## src/rtl/multicycle_ctrl.sv

```systemverilog
// Control unit for the multicycle RV32I core. It shares one memory port and
// one ALU between all instruction phases.
// A Moore FSM steps each instruction through fetch, decode, execute, memory
// and writeback. The outputs are decoded from the state register. They also
// depend on the memory ready handshake and, in DECODE, on the opcode.
// All strobes and selects are forced low while reset is high, so a reset that
// arrives during a store removes mem_write in the same cycle.
module multicycle_ctrl #(
    parameter bit SUPPORT_JALR  = 1'b1,
    parameter bit SUPPORT_UTYPE = 1'b1,
    parameter bit MEM_HANDSHAKE = 1'b1
) (
    input  logic       clk,
    input  logic       reset,
    input  logic [6:0] op,
    input  logic [2:0] funct3,
    input  logic       zero,
    input  logic       mem_ready,
    output logic       adr_src,
    output logic       mem_req,
    output logic       mem_write,
    output logic       ir_write,
    output logic       pc_write,
    output logic       pc_src,
    output logic       reg_write,
    output logic [1:0] result_src,
    output logic [1:0] alu_src_a,
    output logic [1:0] alu_src_b,
    output logic [1:0] alu_op,
    output logic [2:0] imm_src,
    output logic       illegal_instr,
    output logic       instr_retire,
    output logic [3:0] state_dbg
);

    typedef enum logic [3:0] {
        S_FETCH    = 4'd0,
        S_DECODE   = 4'd1,
        S_MEMADR   = 4'd2,
        S_MEMREAD  = 4'd3,
        S_MEMWB    = 4'd4,
        S_MEMWRITE = 4'd5,
        S_EXECR    = 4'd6,
        S_EXECI    = 4'd7,
        S_ALUWB    = 4'd8,
        S_BRANCH   = 4'd9,
        S_JAL      = 4'd10,
        S_JALR     = 4'd11,
        S_LUI      = 4'd12,
        S_AUIPC    = 4'd13
    } state_t;

    localparam logic [6:0] OP_LW    = 7'b0000011;
    localparam logic [6:0] OP_SW    = 7'b0100011;
    localparam logic [6:0] OP_R     = 7'b0110011;
    localparam logic [6:0] OP_I     = 7'b0010011;
    localparam logic [6:0] OP_BR    = 7'b1100011;
    localparam logic [6:0] OP_JAL   = 7'b1101111;
    localparam logic [6:0] OP_JALR  = 7'b1100111;
    localparam logic [6:0] OP_LUI   = 7'b0110111;
    localparam logic [6:0] OP_AUIPC = 7'b0010111;

    state_t     state_r;
    state_t     state_next_s;
    logic       ready_s;

    logic       adr_src_s;
    logic       mem_req_s;
    logic       mem_write_s;
    logic       ir_write_s;
    logic       pc_write_s;
    logic       pc_src_s;
    logic       reg_write_s;
    logic [1:0] result_src_s;
    logic [1:0] alu_src_a_s;
    logic [1:0] alu_src_b_s;
    logic [1:0] alu_op_s;
    logic [2:0] imm_src_s;
    logic       illegal_s;
    logic       retire_s;

    // Returns the state that follows DECODE, or FETCH for an opcode this build does not execute.
    function automatic state_t decode_next(input logic [6:0] op_v, input logic [2:0] f3_v);
        state_t ns;
        ns = S_FETCH;
        case (op_v)
            OP_LW, OP_SW: ns = S_MEMADR;
            OP_R:         ns = S_EXECR;
            OP_I:         ns = S_EXECI;
            OP_BR: begin
                if (f3_v == 3'b000 || f3_v == 3'b001) ns = S_BRANCH;
                else                                  ns = S_FETCH;
            end
            OP_JAL:       ns = S_JAL;
            OP_JALR: begin
                if (SUPPORT_JALR) ns = S_JALR;
                else              ns = S_FETCH;
            end
            OP_LUI: begin
                if (SUPPORT_UTYPE) ns = S_LUI;
                else               ns = S_FETCH;
            end
            OP_AUIPC: begin
                if (SUPPORT_UTYPE) ns = S_AUIPC;
                else               ns = S_FETCH;
            end
            default:      ns = S_FETCH;
        endcase
        return ns;
    endfunction

    assign ready_s = MEM_HANDSHAKE ? mem_ready : 1'b1;

    // State register; reset returns to FETCH asynchronously.
    always_ff @(posedge clk or posedge reset) begin
        if (reset) state_r <= S_FETCH;
        else       state_r <= state_next_s;
    end

    // Selects the immediate format from the opcode alone, without regard to the current state.
    always_comb begin
        imm_src_s = 3'b000;
        case (op)
            OP_SW:            imm_src_s = 3'b001;
            OP_BR:            imm_src_s = 3'b010;
            OP_JAL:           imm_src_s = 3'b011;
            OP_LUI, OP_AUIPC: imm_src_s = 3'b100;
            default:          imm_src_s = 3'b000;
        endcase
    end

    // Next-state logic and per-state datapath controls; anything not set here stays 0.
    always_comb begin
        state_next_s = S_FETCH;
        adr_src_s    = 1'b0;
        mem_req_s    = 1'b0;
        mem_write_s  = 1'b0;
        ir_write_s   = 1'b0;
        pc_write_s   = 1'b0;
        pc_src_s     = 1'b0;
        reg_write_s  = 1'b0;
        result_src_s = 2'b00;
        alu_src_a_s  = 2'b00;
        alu_src_b_s  = 2'b00;
        alu_op_s     = 2'b00;
        illegal_s    = 1'b0;
        retire_s     = 1'b0;
        case (state_r)
            S_FETCH: begin
                mem_req_s    = 1'b1;
                alu_src_b_s  = 2'b10;
                result_src_s = 2'b10;
                ir_write_s   = ready_s;
                pc_write_s   = ready_s;
                if (ready_s) state_next_s = S_DECODE;
                else         state_next_s = S_FETCH;
            end
            S_DECODE: begin
                // Compute the branch target into ALUOut while the opcode is decoded.
                alu_src_a_s  = 2'b01;
                alu_src_b_s  = 2'b01;
                state_next_s = decode_next(op, funct3);
                if (decode_next(op, funct3) == S_FETCH) begin
                    illegal_s = 1'b1;
                    retire_s  = 1'b1;
                end else begin
                    illegal_s = 1'b0;
                    retire_s  = 1'b0;
                end
            end
            S_MEMADR: begin
                alu_src_a_s = 2'b10;
                alu_src_b_s = 2'b01;
                if (op == OP_LW) state_next_s = S_MEMREAD;
                else             state_next_s = S_MEMWRITE;
            end
            S_MEMREAD: begin
                adr_src_s = 1'b1;
                mem_req_s = 1'b1;
                if (ready_s) state_next_s = S_MEMWB;
                else         state_next_s = S_MEMREAD;
            end
            S_MEMWB: begin
                result_src_s = 2'b01;
                reg_write_s  = 1'b1;
                retire_s     = 1'b1;
                state_next_s = S_FETCH;
            end
            S_MEMWRITE: begin
                adr_src_s   = 1'b1;
                mem_req_s   = 1'b1;
                mem_write_s = 1'b1;
                retire_s    = ready_s;
                if (ready_s) state_next_s = S_FETCH;
                else         state_next_s = S_MEMWRITE;
            end
            S_EXECR: begin
                alu_src_a_s  = 2'b10;
                alu_op_s     = 2'b10;
                state_next_s = S_ALUWB;
            end
            S_EXECI: begin
                alu_src_a_s  = 2'b10;
                alu_src_b_s  = 2'b01;
                alu_op_s     = 2'b10;
                state_next_s = S_ALUWB;
            end
            S_ALUWB: begin
                reg_write_s  = 1'b1;
                retire_s     = 1'b1;
                state_next_s = S_FETCH;
            end
            S_BRANCH: begin
                // BEQ is taken when zero is set; BNE (funct3[0]=1) is taken when it is clear.
                alu_src_a_s  = 2'b10;
                alu_op_s     = 2'b01;
                pc_write_s   = zero ^ funct3[0];
                retire_s     = 1'b1;
                state_next_s = S_FETCH;
            end
            S_JAL: begin
                // The target is already in ALUOut; the ALU now forms OldPC+4 for the link write.
                alu_src_a_s  = 2'b01;
                alu_src_b_s  = 2'b10;
                pc_write_s   = 1'b1;
                state_next_s = S_ALUWB;
            end
            S_JALR: begin
                // The PC register still holds OldPC+4, so it supplies the link value directly.
                alu_src_a_s  = 2'b10;
                alu_src_b_s  = 2'b01;
                pc_src_s     = 1'b1;
                pc_write_s   = 1'b1;
                result_src_s = 2'b11;
                reg_write_s  = 1'b1;
                retire_s     = 1'b1;
                state_next_s = S_FETCH;
            end
            S_LUI: begin
                alu_src_a_s  = 2'b11;
                alu_src_b_s  = 2'b01;
                state_next_s = S_ALUWB;
            end
            S_AUIPC: begin
                alu_src_a_s  = 2'b01;
                alu_src_b_s  = 2'b01;
                state_next_s = S_ALUWB;
            end
            default: begin
                state_next_s = S_FETCH;
            end
        endcase
    end

    // Forces every strobe and select low while reset is asserted.
    always_comb begin
        if (reset) begin
            adr_src       = 1'b0;
            mem_req       = 1'b0;
            mem_write     = 1'b0;
            ir_write      = 1'b0;
            pc_write      = 1'b0;
            pc_src        = 1'b0;
            reg_write     = 1'b0;
            result_src    = 2'b00;
            alu_src_a     = 2'b00;
            alu_src_b     = 2'b00;
            alu_op        = 2'b00;
            imm_src       = 3'b000;
            illegal_instr = 1'b0;
            instr_retire  = 1'b0;
        end else begin
            adr_src       = adr_src_s;
            mem_req       = mem_req_s;
            mem_write     = mem_write_s;
            ir_write      = ir_write_s;
            pc_write      = pc_write_s;
            pc_src        = pc_src_s;
            reg_write     = reg_write_s;
            result_src    = result_src_s;
            alu_src_a     = alu_src_a_s;
            alu_src_b     = alu_src_b_s;
            alu_op        = alu_op_s;
            imm_src       = imm_src_s;
            illegal_instr = illegal_s;
            instr_retire  = retire_s;
        end
    end

    assign state_dbg = state_r;

endmodule

```

## config.mk

```make
export PLATFORM = sky130hd
export DESIGN_NAME = multicycle_ctrl
export DESIGN_NICKNAME = d
export VERILOG_FILES = /design/src/rtl/multicycle_ctrl.sv
export SDC_FILE = /design/constraint.sdc
export NUM_CORES = 1
export LEC_CHECK = 0
export ABC_AREA = 1
export BUFFER_PORTS_ARGS = -buffer_cell sky130_fd_sc_hd__buf_4
export CORE_MARGIN = 1.5
export CORE_UTILIZATION = 30
export CTS_BUF_LIST = sky130_fd_sc_hd__clkbuf_8 sky130_fd_sc_hd__clkbuf_16
export DETAILED_ROUTE_END_ITERATION = 16
export PLACE_DENSITY = 0.62
export SLEW_MARGIN = 20
export SYNTH_ARGS = -nofsm -noshare
export SYNTH_HDL_FRONTEND = slang
export SYNTH_SLANG_ARGS = --single-unit
```

## constraint.sdc

```tcl
create_clock -name clk -period 1.44 [get_ports clk]
set_input_delay 0.072 -clock clk [delete_from_list [all_inputs] [get_ports clk]]
set_output_delay 0.072 -clock clk [all_outputs]
set_load 0.005 [all_outputs]
```

==> results of run 1 <==
## cell families (layout without fill, tap and decap cells)
group	Yosys count	after routing
AO/OA/AOI/OAI	21	21
XOR/XNOR	1	1
buffers and inverters	23	71
flip-flops	4	4
AND/OR/NAND/NOR	72	72
## area by class of cell
cell class	instances	area, µm²	area share, %
multi-input combinational	94	507	45.1
tap	27	33.8	3.01
inverter	21	81.3	7.24
timing repair buffer	47	355	31.6
clock buffer	3	41.3	3.67
sequential	4	105	9.35
## power groups by stage
stage | Sequential [W] | Combinational, W | Clock (W)
3_3_place_gp | 0.000130 | 0.000223 | 0
5_1_grt | 0.000139 | 0.000282 | 0.000245
2_1_floorplan | 0.000131 | 0.000112 | 0
6_report | 0.000138 | 0.000254 | 0.000231
3_5_place_dp | 0.000132 | 0.000221 | 0
4_1_cts | 0.000137 | 0.000245 | 0.000231
## timing repair
item | CTS | global route
buffers inserted | 3 | 3
hold endpoints to repair | 4 | 0
gates resized for setup | 18 | 7
hold buffers | 1 | 0
endpoints found under the setup margin | 12 | 15
pin swaps | 5 | 6
## worst min path at each step
stage	cells after the start	endpoint	slack, ns
after floorplan	2	state_dbg[0]$_DFF_PP0_	0.06
after CTS	2	state_dbg[1]$_DFF_PP0_	0.11
after global routing	2	state_dbg[1]$_DFF_PP0_	0.13
after detailed placement	2	state_dbg[1]$_DFF_PP0_	0.10
after global placement	2	state_dbg[3]$_DFF_PP0_	0.11
final	2	state_dbg[1]$_DFF_PP0_	0.12
## metal layers
metal,vias to the layer above,track usage [%]
li1,492,-
met1,415,21.2
met2,43,32.4
met3,4,1.23
met4,0,9.05
met5,-,0
## critical path: cells and delay by family (launching register included)
family	cells	cell delay (ns)
flip-flops	1	0.47
AND/OR/NAND/NOR	7	0.55
buffers and inverters	2	0.19
## cells in the final DEF (no fill, tap or decap)
master / n
xnor2_1: 1
nand3_1: 13
o21ai_1: 1
nand2_1: 16
inv_4: 1
nand3b_1: 1
clkbuf_8: 3
o211ai_1: 1
nand2_4: 1
nand2_2: 4
o21ai_0: 4
nor2_1: 20
dfrtp_2: 4
inv_1: 14
buf_4: 46
o2111ai_1: 1
a31oi_1: 1
nor2_2: 2
nor2_4: 5
nand3_2: 2
inv_2: 6
nor3_1: 4
nand4_1: 2
dlygate4sd3_1: 1
nor3_2: 2
a21oi_1: 13
## through the flow
| step | hold slack (ns) | setup WS [ns] | instance area, µm² | TNS (ns) |
|---|---|---|---|---|
| finish | 0.116 | -0.0644 | 1120 | -0.267 |
| global route | 0.128 | -0.146 | 1120 | -1.05 |
| CTS | 0.114 | -0.0533 | 1090 | -0.201 |
| detailed placement | 0.100 | 0.0502 | 962 | 0 |
| global placement | 0.107 | 0.0605 | 962 | 0 |
| floorplan | 0.0601 | 0.207 | 636 | 0 |
==> metrics.csv, run 1 <==
stage,metric,value,unit
outcome,status,"complete, but fails checks",
outcome,failed_checks,setup timing,
synthesis,synth_top_family_by_area,simple AND/OR/NAND/NOR gates,
sta,fin_crit_sh,104,%
flow_run,max_cap_viol_count,0,
setup_path,max_stage_delay,0.47,ns
finish,fin_util,56.7,%
finish,largest_reg_flops,4,
setup_path,r2r_slack,0.14,ns
sta,setup_viol,8,
clock_tree,cts_made_buffers,3,
synthesis,synth-seq-cells,4,
setup_path,r2r_start,state_dbg[3]$_DFF_PP0_,
clock_tree,clk_latency,0.21,ns
placement,port_buffers,37,
finish,fillers,197,
synthesis,yosys.area.top_type,dfrtp_1,
die,die_w,49.0,µm
detailed_routing,viasPerCell,4.87,
setup_path,crit_fanout,6,
global_route,grt_pass1_vias,833,
setup_path,path_class,flop to output pin,
setup_path,crit_path_start_kind,flop,
synthesis,synth.yosys.warnings,0,
setup_path,arrival,1.43,ns
placement,post-dp-hpwl,1.64,mm
die,row_count,16,
sta,drv_slew,0,
clock_tree,cts.clk_slew.worst_paths,0.03,ns
pwr,power_switching,0.000197,W
setup_path,critPathCapture,instr_retire,
setup_path,end_kind,output pin,
finish,syn2layout_area_growth,76.8,%
die,dieHeight,49.0,µm
detailed_routing,drt_first_iter_violations,29,
synthesis,synth_nets,135,
pwr,comb_power_share,40.8,%
min_path,min_from,mem_ready,
clock_tree,h-tree-depth,1,
synthesis,syn_avg_cell_area,5.25,µm²
pwr,switching_share,31.7,%
synthesis,synth_fa_ha_area_share,0,%
clock_tree,cts_tree,built,
global_route,grt_overflow,0,
pwr,vdd_drop_max,0.000368,V
synthesis,synth_xor_area_share,1.38,%
detailed_routing,drtPass1Iterations,4,
synthesis,synth_edf_count,0,
sta,worst_pin_slew,0.242,ns
sta,setup_ws,-0.0644,ns
synthesis,post-synth-top-count-cell,nor2_1,
finish,drive_gt1_share,45.0,%
global_route,grt_pass1_wl,3.45,mm
pwr,power.leakage,0.586,nW
detailed_routing,m1WireLength,938,µm
global_route,track_usage,18.0,%
clock_tree,cts-root-buf,clkbuf_8,
sta,fin_crit,1.50,ns
placement,place_congestion,0.889,
sta,fin_worst_skew,0.00238,ns
synthesis,syn_inst,121,
synthesis,synthArstFlopShare,100,%
sta,hold_viol_final,0,
die,pin_count,38,
sta,rsz0062_at_grt,true,
synthesis,yosys.area_share.simple,51.6,%
synthesis,synthTopCellsByCount,"nor2_1, inv_1, nand2_1, nand3_1, a21oi_1",
die,die_area,0.00240,mm²
finish,final_net_count,185,
detailed_routing,maxUsedRoutingLayer,met4,
die,coreArea,0.00198,mm²
pwr,p_total,0.000623,W
setup_path,crit_chain,nand2_1 > inv_2 > nand2_2 > nand3_2 > nor2_1 > nand2_1 > nor2_1 > nor2_1 > buf_4,
sta,relSlewSlack,83.8,%
setup_path,required,1.37,ns
pwr,clkPwrFrac,37.1,%
global_route,grt_max_degree,21,
global_route,antenna_found_initial,0,
detailed_routing,met3_length,117,µm
setup_path,r2r-end,state_dbg[2]$_DFF_PP0_,
setup_path,crit_path_top_delay_cell,dfrtp_2,
clock_tree,clk_path_buf_depth,2,
finish,fin_cells,196,
clock_tree,clock_sinks,4,
synthesis,ys.flop_type,dfrtp_1,
synthesis,ys_types,19,
detailed_routing,drc,0,
sta,fmax,665,MHz
pwr,seqPwrFrac,22.2,%
min_path,hold_path_class,input pin to flop,
synthesis,synthTopCellsByArea,"dfrtp_1, nor2_1, nand3_1",
synthesis,synth_top_area_share,15.7,%
detailed_routing,dr_wl_met2,1.08,mm
synthesis,synthMuxAreaShare,0,%
synthesis,ys_seq_area_share,15.7,%
pwr,p_int,0.000425,W
detailed_routing,avgRoutedWirePerCell,11.1,µm
synthesis,synth_compound_gate_area_share,17.7,%
setup_path,cp-startpoint,state_dbg[0]$_DFF_PP0_,
placement,dp.cells,186,
pwr,power_density,554,mW/mm²
detailed_routing,ant_nets,0,
setup_path,cp_common_cell,nor2_1,
detailed_routing,routed_wl,2.18,mm
synthesis,netlist_area,636,µm²
setup_path,rr_worst_depth,6,
die,initial_core_util,32.1,%
finish,antennaDiodeCount,0,
detailed_routing,vias,954,
No activity file was read; power rests on OpenSTA's default activity.
==> run 2, diff against run 1 <==
--- a/config.mk
+++ b/config.mk
@@ -11,6 +11,7 @@
 export CORE_UTILIZATION = 30
 export CTS_BUF_LIST = sky130_fd_sc_hd__clkbuf_8 sky130_fd_sc_hd__clkbuf_16
 export DETAILED_ROUTE_END_ITERATION = 16
+export MAX_ROUTING_LAYER = met4
 export PLACE_DENSITY = 0.62
 export SLEW_MARGIN = 20
 export SYNTH_ARGS = -nofsm -noshare
==> run 2 against run 1 <==
- the flow still finishes with violations (setup timing)
- non-clock buffer count increased by 1
- sequential power about the same
- final area increased by 0.67%
- clock skew increased by 0.00069 ns
==> metrics.csv, run 2 (same netlist as run 1, synthesis figures left out) <==
stage,metric,value,unit
outcome,status,"complete, but fails checks",
outcome,failed_checks,setup timing,
placement,port_buffers,37,
sta,setup_viol,10,
pwr,vdd_drop_max,0.000428,V
clock_tree,cts.clk_slew.worst_paths,0.03,ns
die,row_count,16,
placement,placed_cell_area,970,µm²
clock_tree,cts_tree,built,
clock_tree,clk_path_buf_depth,2,
global_route,track_usage,18.8,%
pwr,power_density,568,mW/mm²
detailed_routing,vias,950,
detailed_routing,drc,0,
setup_path,end_kind,output pin,
finish,drive_gt1_share,44.1,%
global_route,grt_overflow,0,
detailed_routing,routed_wl,2.22,mm
sta,hold_ws,0.116,ns
sta,fin_worst_skew,0.00307,ns
sta,relSlewSlack,81.9,%
die,die_w,49.0,µm
clock_tree,cts_made_buffers,3,
setup_path,crit_path_top_delay_cell,dfrtp_2,
min_path,hold_path_class,input pin to flop,
setup_path,crit_chain,buf_4 > nand2_1 > nor3_4 > a21oi_1 > a21oi_1 > buf_4,
detailed_routing,viasPerCell,4.82,
setup_path,crit_path_start_kind,flop,
sta,worst_pin_slew,0.271,ns
pwr,power.leakage,0.585,nW
setup_path,critical_path.top_delay_family,flip-flops,
finish,stdcell_area,0.00113,mm²
die,initial_core_util,32.1,%
finish,fin_cells,197,
die,coreArea,0.00198,mm²
die,die_area,0.00240,mm²
finish,syn2layout_area_growth,78.0,%
setup_path,path_class,flop to output pin,
placement,post-dp-hpwl,1.66,mm
detailed_routing,drt_first_iter_violations,22,
setup_path,crit_fanout,4,
finish,antennaDiodeCount,0,
clock_tree,cts-root-buf,clkbuf_8,
finish,mostFrequentLayoutCells,"buf_4, nor2_1, nand2_1",
flow_run,max_cap_viol_count,0,
setup_path,arrival,1.50,ns
clock_tree,clock_sinks,4,
detailed_routing,avgRoutedWirePerCell,11.3,µm
clock_tree,h-tree-depth,1,
detailed_routing,ant_nets,0,
placement,place_congestion,0.929,
sta,fmax,638,MHz
setup_path,required,1.37,ns
finish,largest_reg_flops,4,
sta,rsz0062_at_grt,true,
finish,final_common_cell,buf_4,
placement,pre_cts_ws,0.0527,ns
global_route,grt_pass1_vias,853,
die,dieHeight,49.0,µm
sta,drv_slew,0,
setup_path,path_buf_inv,2,
sta,fin_crit,1.57,ns
global_route,antenna_found_initial,0,
sta,setup_ws,-0.128,ns
setup_path,max_stage_delay,0.42,ns
finish,final_net_count,186,
global_route,grt_pass1_wl,3.46,mm
pwr,p_total,0.000642,W
detailed_routing,drtPass1Iterations,4,
finish,fillers,201,
die,pin_count,38,
placement,dp.cells,187,
global_route,grt_max_degree,21,
clock_tree,clk_latency,0.22,ns
sta,fin_crit_sh,109,%
sta,hold_viol_final,0,
-- run 2: where the power goes --
part,switching [W],internal [W]
sequential,0.0000144,0.000121
clock,0.0000586,0.000178
combinational,0.000133,0.000137
-- run 2: what timing repair did --
action                                  in CTS  in global routing
endpoints found under the setup margin      12                 16
setup buffers                                5                  1
hold endpoints to repair                     4                  0
pin swaps                                    5                  7
hold buffers                                 1                  0
gates resized for setup                     11                 12
-- run 2: worst register-to-register path, stage by stage (launching register included) --
cell,delay [ns]
dfrtp_2,0.44
buf_4,0.15
nand2_1,0.15
nor3_4,0.07
a21oi_1,0.19
nand4_1,0.13
-- run 2: worst paths after layout --
| kind | cells past startpoint | slack (ns) | endpoint | start |
|---|---|---|---|---|
| setup / recovery | 6 | -0.13 | alu_src_b[0] | state_dbg[2]$_DFF_PP0_ |
| max in group asynchronous | 3 | 0.79 | state_dbg[0]$_DFF_PP0_ | reset |
| min in group asynchronous | 3 | 0.45 | state_dbg[3]$_DFF_PP0_ | reset |
| setup reg to reg | 5 | 0.17 | state_dbg[3]$_DFF_PP0_ | state_dbg[2]$_DFF_PP0_ |
| hold / removal | 2 | 0.12 | state_dbg[1]$_DFF_PP0_ | mem_ready |
| hold reg to reg | 3 | 0.75 | state_dbg[3]$_DFF_PP0_ | state_dbg[0]$_DFF_PP0_ |
-- run 2: stage by stage --
step,utilization (%),setup TNS (ns)
floorplan,-,0
global placement,48.9,0
detailed placement,48.9,0
CTS,55.1,-0.320
global route,57.1,-1.44
finish,57.1,-0.505
-- run 2: cell type report --
| cell class | count | area, µm² | share of cell area, % |
|---|---|---|---|
| inverters | 21 | 78.8 | 6.97 |
| well taps | 27 | 33.8 | 2.99 |
| repair buffers | 48 | 367 | 32.4 |
| flip-flops and latches | 4 | 105 | 9.29 |
| clock buffers | 3 | 41.3 | 3.65 |
| multi-input cells | 94 | 505 | 44.7 |
-- run 2: layer usage --
metal  GRT usage [%]  part of all wire [%]
met5               -                     0
met4            11.4                   3.3
met1            21.5                    41
met2            31.7                    49
met3            1.84                   7.0
